===== config.mk =====
export PLATFORM = sky130hd
export DESIGN_NAME = seq_signed_divider
export DESIGN_NICKNAME = d
export VERILOG_FILES = /design/src/rtl/seq_signed_divider.sv
export SDC_FILE = /design/constraint.sdc
export NUM_CORES = 1
export LEC_CHECK = 0
export ABC_CLOCK_PERIOD_IN_PS = 6590
export BUFFER_PORTS_ARGS = -buffer_cell sky130_fd_sc_hd__buf_2
export CORE_AREA = 3 3 150 152
export DETAILED_ROUTE_END_ITERATION = 6
export DIE_AREA = 0 0 153 155
export GPL_TIMING_DRIVEN = 0
export PLACE_DENSITY = 0.77
export SLEW_MARGIN = 10
export SYNTH_ARGS = -nofsm -noshare
export SYNTH_HDL_FRONTEND = slang
export SYNTH_SLANG_ARGS = --single-unit

===== constraint.sdc =====
create_clock -name clk -period 6.59 [get_ports clk]
set_input_delay 1.318 -clock clk [delete_from_list [all_inputs] [get_ports clk]]
set_output_delay 1.318 -clock clk [all_outputs]
set_load 0.02 [all_outputs]

===== src/rtl/seq_signed_divider.sv =====
// seq_signed_divider: multicycle restoring signed divider, MIPS DIV semantics (LO=quotient, HI=remainder)
module seq_signed_divider #(
  parameter int WIDTH = 32
) (
  input  logic             clk,
  input  logic             rst_n,
  input  logic             start_i,
  input  logic [WIDTH-1:0] dividend_i,
  input  logic [WIDTH-1:0] divisor_i,
  output logic             busy_o,
  output logic             done_o,
  output logic             div_zero_o,
  output logic [WIDTH-1:0] hi_o,
  output logic [WIDTH-1:0] lo_o
);
  localparam int CW = $clog2(WIDTH);
  typedef enum logic [1:0] {IDLE, CALC, FIX} state_t;
  state_t state_q, state_d;
  logic [WIDTH-1:0] rem_q, rem_d, quo_q, quo_d, dvs_q, hi_q, lo_q;
  logic [CW-1:0] cnt_q;
  logic sgn_q_q, sgn_r_q, done_q, dz_q;
  logic zero, accept, reject;
  logic [WIDTH:0] shifted, diff;
  assign zero = divisor_i == '0;
  assign accept = state_q == IDLE && start_i && !zero;
  assign reject = state_q == IDLE && start_i && zero;
  // one restoring step: the dividend shifts out of quo into rem as quotient bits shift in
  assign shifted = {rem_q, quo_q[WIDTH-1]};
  assign diff = shifted - {1'b0, dvs_q};
  assign rem_d = diff[WIDTH] ? shifted[WIDTH-1:0] : diff[WIDTH-1:0];
  assign quo_d = {quo_q[WIDTH-2:0], ~diff[WIDTH]};
  always_ff @(posedge clk or negedge rst_n)
    if (!rst_n) state_q <= IDLE;
    else state_q <= state_d;
  always_comb
    state_d = state_q == IDLE ? (accept ? CALC : IDLE) :
              state_q == CALC ? (cnt_q == CW'(WIDTH - 1) ? FIX : CALC) : IDLE;
  always_comb
    busy_o = state_q != IDLE || (done_q && !dz_q);
  always_ff @(posedge clk or negedge rst_n)
    if (!rst_n) begin
      rem_q <= '0;
      quo_q <= '0;
      dvs_q <= '0;
      hi_q <= '0;
      lo_q <= '0;
      cnt_q <= '0;
      sgn_q_q <= 1'b0;
      sgn_r_q <= 1'b0;
      done_q <= 1'b0;
      dz_q <= 1'b0;
    end else begin
      done_q <= state_q == FIX || reject;
      dz_q <= reject;
      if (accept) begin
        quo_q <= dividend_i[WIDTH-1] ? -dividend_i : dividend_i;
        dvs_q <= divisor_i[WIDTH-1] ? -divisor_i : divisor_i;
        rem_q <= '0;
        cnt_q <= '0;
        sgn_q_q <= dividend_i[WIDTH-1] ^ divisor_i[WIDTH-1];
        sgn_r_q <= dividend_i[WIDTH-1];
      end else if (state_q == CALC) begin
        rem_q <= rem_d;
        quo_q <= quo_d;
        cnt_q <= cnt_q + 1'b1;
      end else if (state_q == FIX) begin
        lo_q <= sgn_q_q ? -quo_q : quo_q;
        hi_q <= sgn_r_q ? -rem_q : rem_q;
      end
    end
  assign done_o = done_q;
  assign div_zero_o = dz_q;
  assign hi_o = hi_q;
  assign lo_o = lo_q;
endmodule


**After elaboration in Yosys (flattened, before gate mapping)**

Index checks and enable logic that the tools add are counted.

- Memories: 0
- Bits in writable memories: 0
- Flip-flop bits (word level): 171
- Latch bits: 0
- Logic and storage cells: 52
- Output and inout port bits: 67
- Bits in read-only memories: 0
- Input bits: 67

- $lt $le $gt $ge: 0
- Mux-type cells: 15
- Add/subtract/negate cells: 6
- Shifts and indexed selects: 0
- Multipliers: 0
- Bitwise gates (word level): 4
- Reduce and logical (&&, ||, !) cells: 13
- Div/mod/pow operators: 0
- Equality and inequality tests: 3

Operators with widths:

| operator | count |
|---|---|
| $mux 32 | 9 |
| $neg 32->32 | 4 |
| $sub 33x32->33 | 1 |
| $logic_not 32->1 | 1 |
| $mux 5 | 2 |
| $mux 2 | 3 |
| $add 5x1->5 const B | 1 |
| $eq 5x5->1 const B | 1 |
| $logic_and 1x1->1 | 4 |
| $reduce_bool 2->1 | 2 |
| $not 1->1 | 3 |
| $reduce_and 3->1 | 1 |
| $eq 2x1->1 const B | 1 |
| $eq 2x2->1 const B | 1 |
| $logic_not 1->1 | 2 |
| $logic_not 2->1 | 1 |
| $logic_or 1x1->1 | 2 |
| $mux 1 | 1 |
| $xor 1x1->1 | 1 |

**Logic depth before layout (Yosys ltp)**

- Word-level depth: 5
- Mapped depth: 13
- Gate-level depth less buffers: 12

**Worst setup path before layout**

OpenSTA, ideal clock, no wires.

- Kind: in2reg
- Start point: input dividend_i[8]
- End point: register quo_q[30]
- Stages: 8
- Buffers on the path: 0
- Data arrival time: 3.982 ns
- Data required time: 6.460 ns
- Path slack: 2.478 ns
- Library setup time: 0.130 ns
- Path through: or4_4 > or4_4 > or3_4 > or4_4 > or4_4 > o41ai_4 > xor2_1 > o21ai_1

- Longest elaborated chain between the ends: 3

Ends and longest elaborated chain:

| item | RTL line | text |
|---|---|---|
| from (decl) | 8 | `input logic [WIDTH-1:0] dividend_i,` |
| $neg 32->32 | 56 | `quo_q <= dividend_i[WIDTH-1] ? -dividend_i : dividend_i;` |
| $mux 32 | 56 |  |
| $mux 32 | 55 | `if (accept) begin` |
| to (signal assigned) | 56 |  |
| to (signal assigned) | 64 | `quo_q <= quo_d;` |
| to (decl) | 19 | `logic [WIDTH-1:0] rem_q, rem_d, quo_q, quo_d, dvs_q, hi_q, lo_q;` |

No other way between the ends.
A chain may end at the register's enable or synchronous reset.

**Final worst setup path**

- Start point: input divisor_i[12]
- End point: register quo_q[17]

- Longest elaborated chain between the ends: 4
- Elaborated cells on any way between the ends: 5
- Those cells by class: mux (1); reduce/logical (4)

Ends and longest elaborated chain:

| item | RTL line | text |
|---|---|---|
| from (decl) | 9 | `input logic [WIDTH-1:0] divisor_i,` |
| $logic_not 32->1 (*) | 24 | `assign zero = divisor_i == '0;` |
| $logic_not 1->1 (*) | 25 | `assign accept = state_q == IDLE && start_i && !zero;` |
| $logic_and 1x1->1 (*) | 25 |  |
| $mux 32 or $reduce_bool 2->1 (tied branches) | -- |  |

Every way passes the cells marked *; elsewhere a longest branch is shown, timed or not.

==> flow_metrics.tcl <==
set metrics [dict create \
    clock-root-buffer "clkbuf_16" \
    critPathMaxFanout 10 \
    layout_common_cells "202 x o21ai_0, 174 x nand2_1, 171 x dfrtp_1" \
    numCtsBuffers 17 \
    grt_max_degree 87 \
    setup.worst_path.start "divisor_i[12]" \
    detail-route-antenna-nets 0 \
    cts_sinks 171 \
    min-delay-path-class "register to register" \
    grt_first_pass_wirelength_um 49000 \
    grt_pass1_vias 9405 \
    core-area_sq_um 21200 \
    io_buffers 132 \
    gp_congestion 0.926 \
    hold_buffers 0 \
    required_ns 6.91 \
    cts_resized 0 \
    wl_um 29700 \
    globalRouteOverflowTotal 0 \
    ys.flop_type "dfrtp_1" \
    setup_viol 0 \
    cp-end-kind "register" \
    detail_route.wl_per_cell_um 17.5 \
    antenna_cells 0 \
    dieWidth_um 153 \
    ys_ff_latch 171 \
    grt_usage_pct 25.2 \
    reg2reg_slack_ns 2.37 \
    r2r-end "rem_q[15]" \
    start_util_pct 51.7 \
    cts_setup_buffers 0 \
    drc 0 \
    postSynth.asyncResetShare_pct 100 \
    first_pass_iters 6 \
    clockBufferDepth 2 \
    setup_tns_ns 0 \
    io_pins 134 \
    rows 53 \
    postSynthCellCount 1256 \
    skew_ns 0.0175 \
    critPathKind "primary input to register" \
    ir_drop_mv 0.272 \
    slew_headroom_pct 21.2 \
    avgViaCountPerCell 5.81 \
    synth_top_area_share_pct 39.1 \
    yosys_warnings 0 \
    clk_pin_slew_ns 0.07 \
    slew_viol_final 0 \
    status "complete, no violations" \
    worstSkewPairLatency_ns 0.43 \
    startpoint_type "primary input" \
    r2r_cells 12 \
    first_iter_violations 781 \
    finalNetCount 1514 \
    r2r_start "quo_q[31]" \
    period_minus_slack_ns 4.67 \
    die_area_sq_um 23700 \
    synth_area_sq_um 10900 \
    synth.net_count 1362 \
    worst-endpoint-arrival_ns 4.99 \
    synth_edf_count 0 \
    avgSynthCellArea_sq_um 8.71 \
    yosysSeqAreaShare_pct 39.1 \
    yosysTopAreaCell "dfrtp_1" \
    dp_hpwl_um 22700 \
    drv_cap 0 \
    power_leakage_nw 5.58 \
    cts_tree "built" \
    endpoint "quo_q[17]" \
    dieHeight_um 155 \
    postLayoutCoreUtil_pct 59.4 \
    synth_area_leaders "dfrtp_1 39%, o21ai_0 9.2%, xor2_1 8.0%" \
    period_share_pct 70.9 \
    syn2layout_area_growth_pct 14.8 \
    vias 9847 \
    synthDistinctLibCells 61 \
    htreeDepth 4 \
    fmax_mhz 214 \
    final_common_cell "o21ai_0" \
    finalHoldViolCount 0 \
    rsz0062_at_grt "no" \
    drive_gt1_share_pct 13.4 \
    worst_pin_slew_ns 1.18 \
    power.density_nw_per_um2 538 \
    antenna_found_initial 0 \
]
==> sequential cells by signal (all words and copies together), names as in the netlist <==
signal / flops
dvs_q: 32
hi_o: 32
lo_o: 32
quo_q: 32
rem_q: 32
cnt_q: 5
state_q: 2
div_zero_o: 1
done_o: 1
sgn_q_q: 1
sgn_r_q: 1
==> per-stage QoR <==
| step | hold slack, ns | std cells | total power [W] | setup slack (ns) | cell area [sq um] |
|---|---|---|---|---|---|
| 2_1_floorplan | 0.449 | 1256 | 0.00467 | 2.48 | 10900 |
| 3_3_place_gp | 0.460 | 1663 | 0.00563 | 1.60 | 12000 |
| 3_5_place_dp | 0.466 | 1664 | 0.00570 | 1.58 | 12000 |
| 4_1_cts | 0.481 | 1696 | 0.00672 | 2.04 | 12600 |
| 5_1_grt | 0.497 | 1696 | 0.00733 | 1.75 | 12600 |
| 6_report | 0.473 | 1696 | 0.00676 | 1.92 | 12600 |
==> worst min-delay path by stage <==
stage                end       from  cells past startpoint
2_1_floorplan  dvs_q[30]  dvs_q[30]                      2
3_3_place_gp    lo_o[25]   lo_o[25]                      2
3_5_place_dp    hi_o[20]   hi_o[20]                      2
4_1_cts         hi_o[20]   hi_o[20]                      2
5_1_grt         hi_o[23]   hi_o[23]                      2
6_report        hi_o[20]   hi_o[20]                      2
==> final cells by class <==
type                       instances  area (sq um)
fill                            1947          8590
multi-input combinational        964          6210
sequential                       171          4280
timing repair buffer             133           698
clock buffer                      19           453
tap                              275           344
buffer                            70           265
inverter                          51           191
clock inverter                    13           128
==> synthesized netlist by cell type, types with 8 or more instances <==
library cell,number
nand2_1,174
ha_1,38
mux2i_1,21
nand2b_1,21
nor3_1,17
a22oi_1,11
nor2b_1,9
dfrtp_1,171
inv_1,51
nor2_1,54
o31ai_1,30
a221o_1,20
a21oi_1,32
a21o_1,8
or3_1,11
nand3_1,35
xnor2_1,43
or4_1,16
nor4_1,10
o21ai_0,202
xor2_1,100
clkbuf_1,63
o41ai_1,18
==> power breakdown <==
part | leakage, nW | internal (W) | total (W) | switching (W)
Clock | 0.278 | 0.000548 | 0.000993 | 0.000445
Combinational | 3.14 | 0.00155 | 0.00384 | 0.00229
Sequential | 2.16 | 0.00146 | 0.00193 | 0.000469
Total | 5.58 | 0.00356 | 0.00676 | 0.00320
==> layer usage <==
layer | track usage (%) | part of all wire [%]
met1 | 37.4 | 48
met2 | 38.7 | 44
met3 | 3.89 | 6.5
met4 | 6.79 | 1.5
met5 | 0 | 0
==> critical path, stage by stage <==
cell	delay, ns
buf_2	0.13
or4_1	0.61
nor4_1	0.61
nand2_1	0.11
nor3_1	0.15
nand2_1	0.14
o31ai_2	0.95
clkbuf_1	0.56
nor2_1	0.13
a221o_1	0.27
==> logic make-up (layout without fill, tap and decap cells) <==
group / after synthesis / count (layout) / synth area share (%)
multiplexers: 22 / 22 / 2.02
AO/OA/AOI/OAI: 378 / 378 / 21.9
flip-flops: 171 / 171 / 39.1
AND/OR/NAND/NOR: 382 / 382 / 16.9
buffers and inverters: 121 / 286 / 4.17
XOR/XNOR: 143 / 143 / 11.4
adder cells (fa/ha/maj): 39 / 39 / 4.53
No activity file was read; power rests on OpenSTA's default activity.
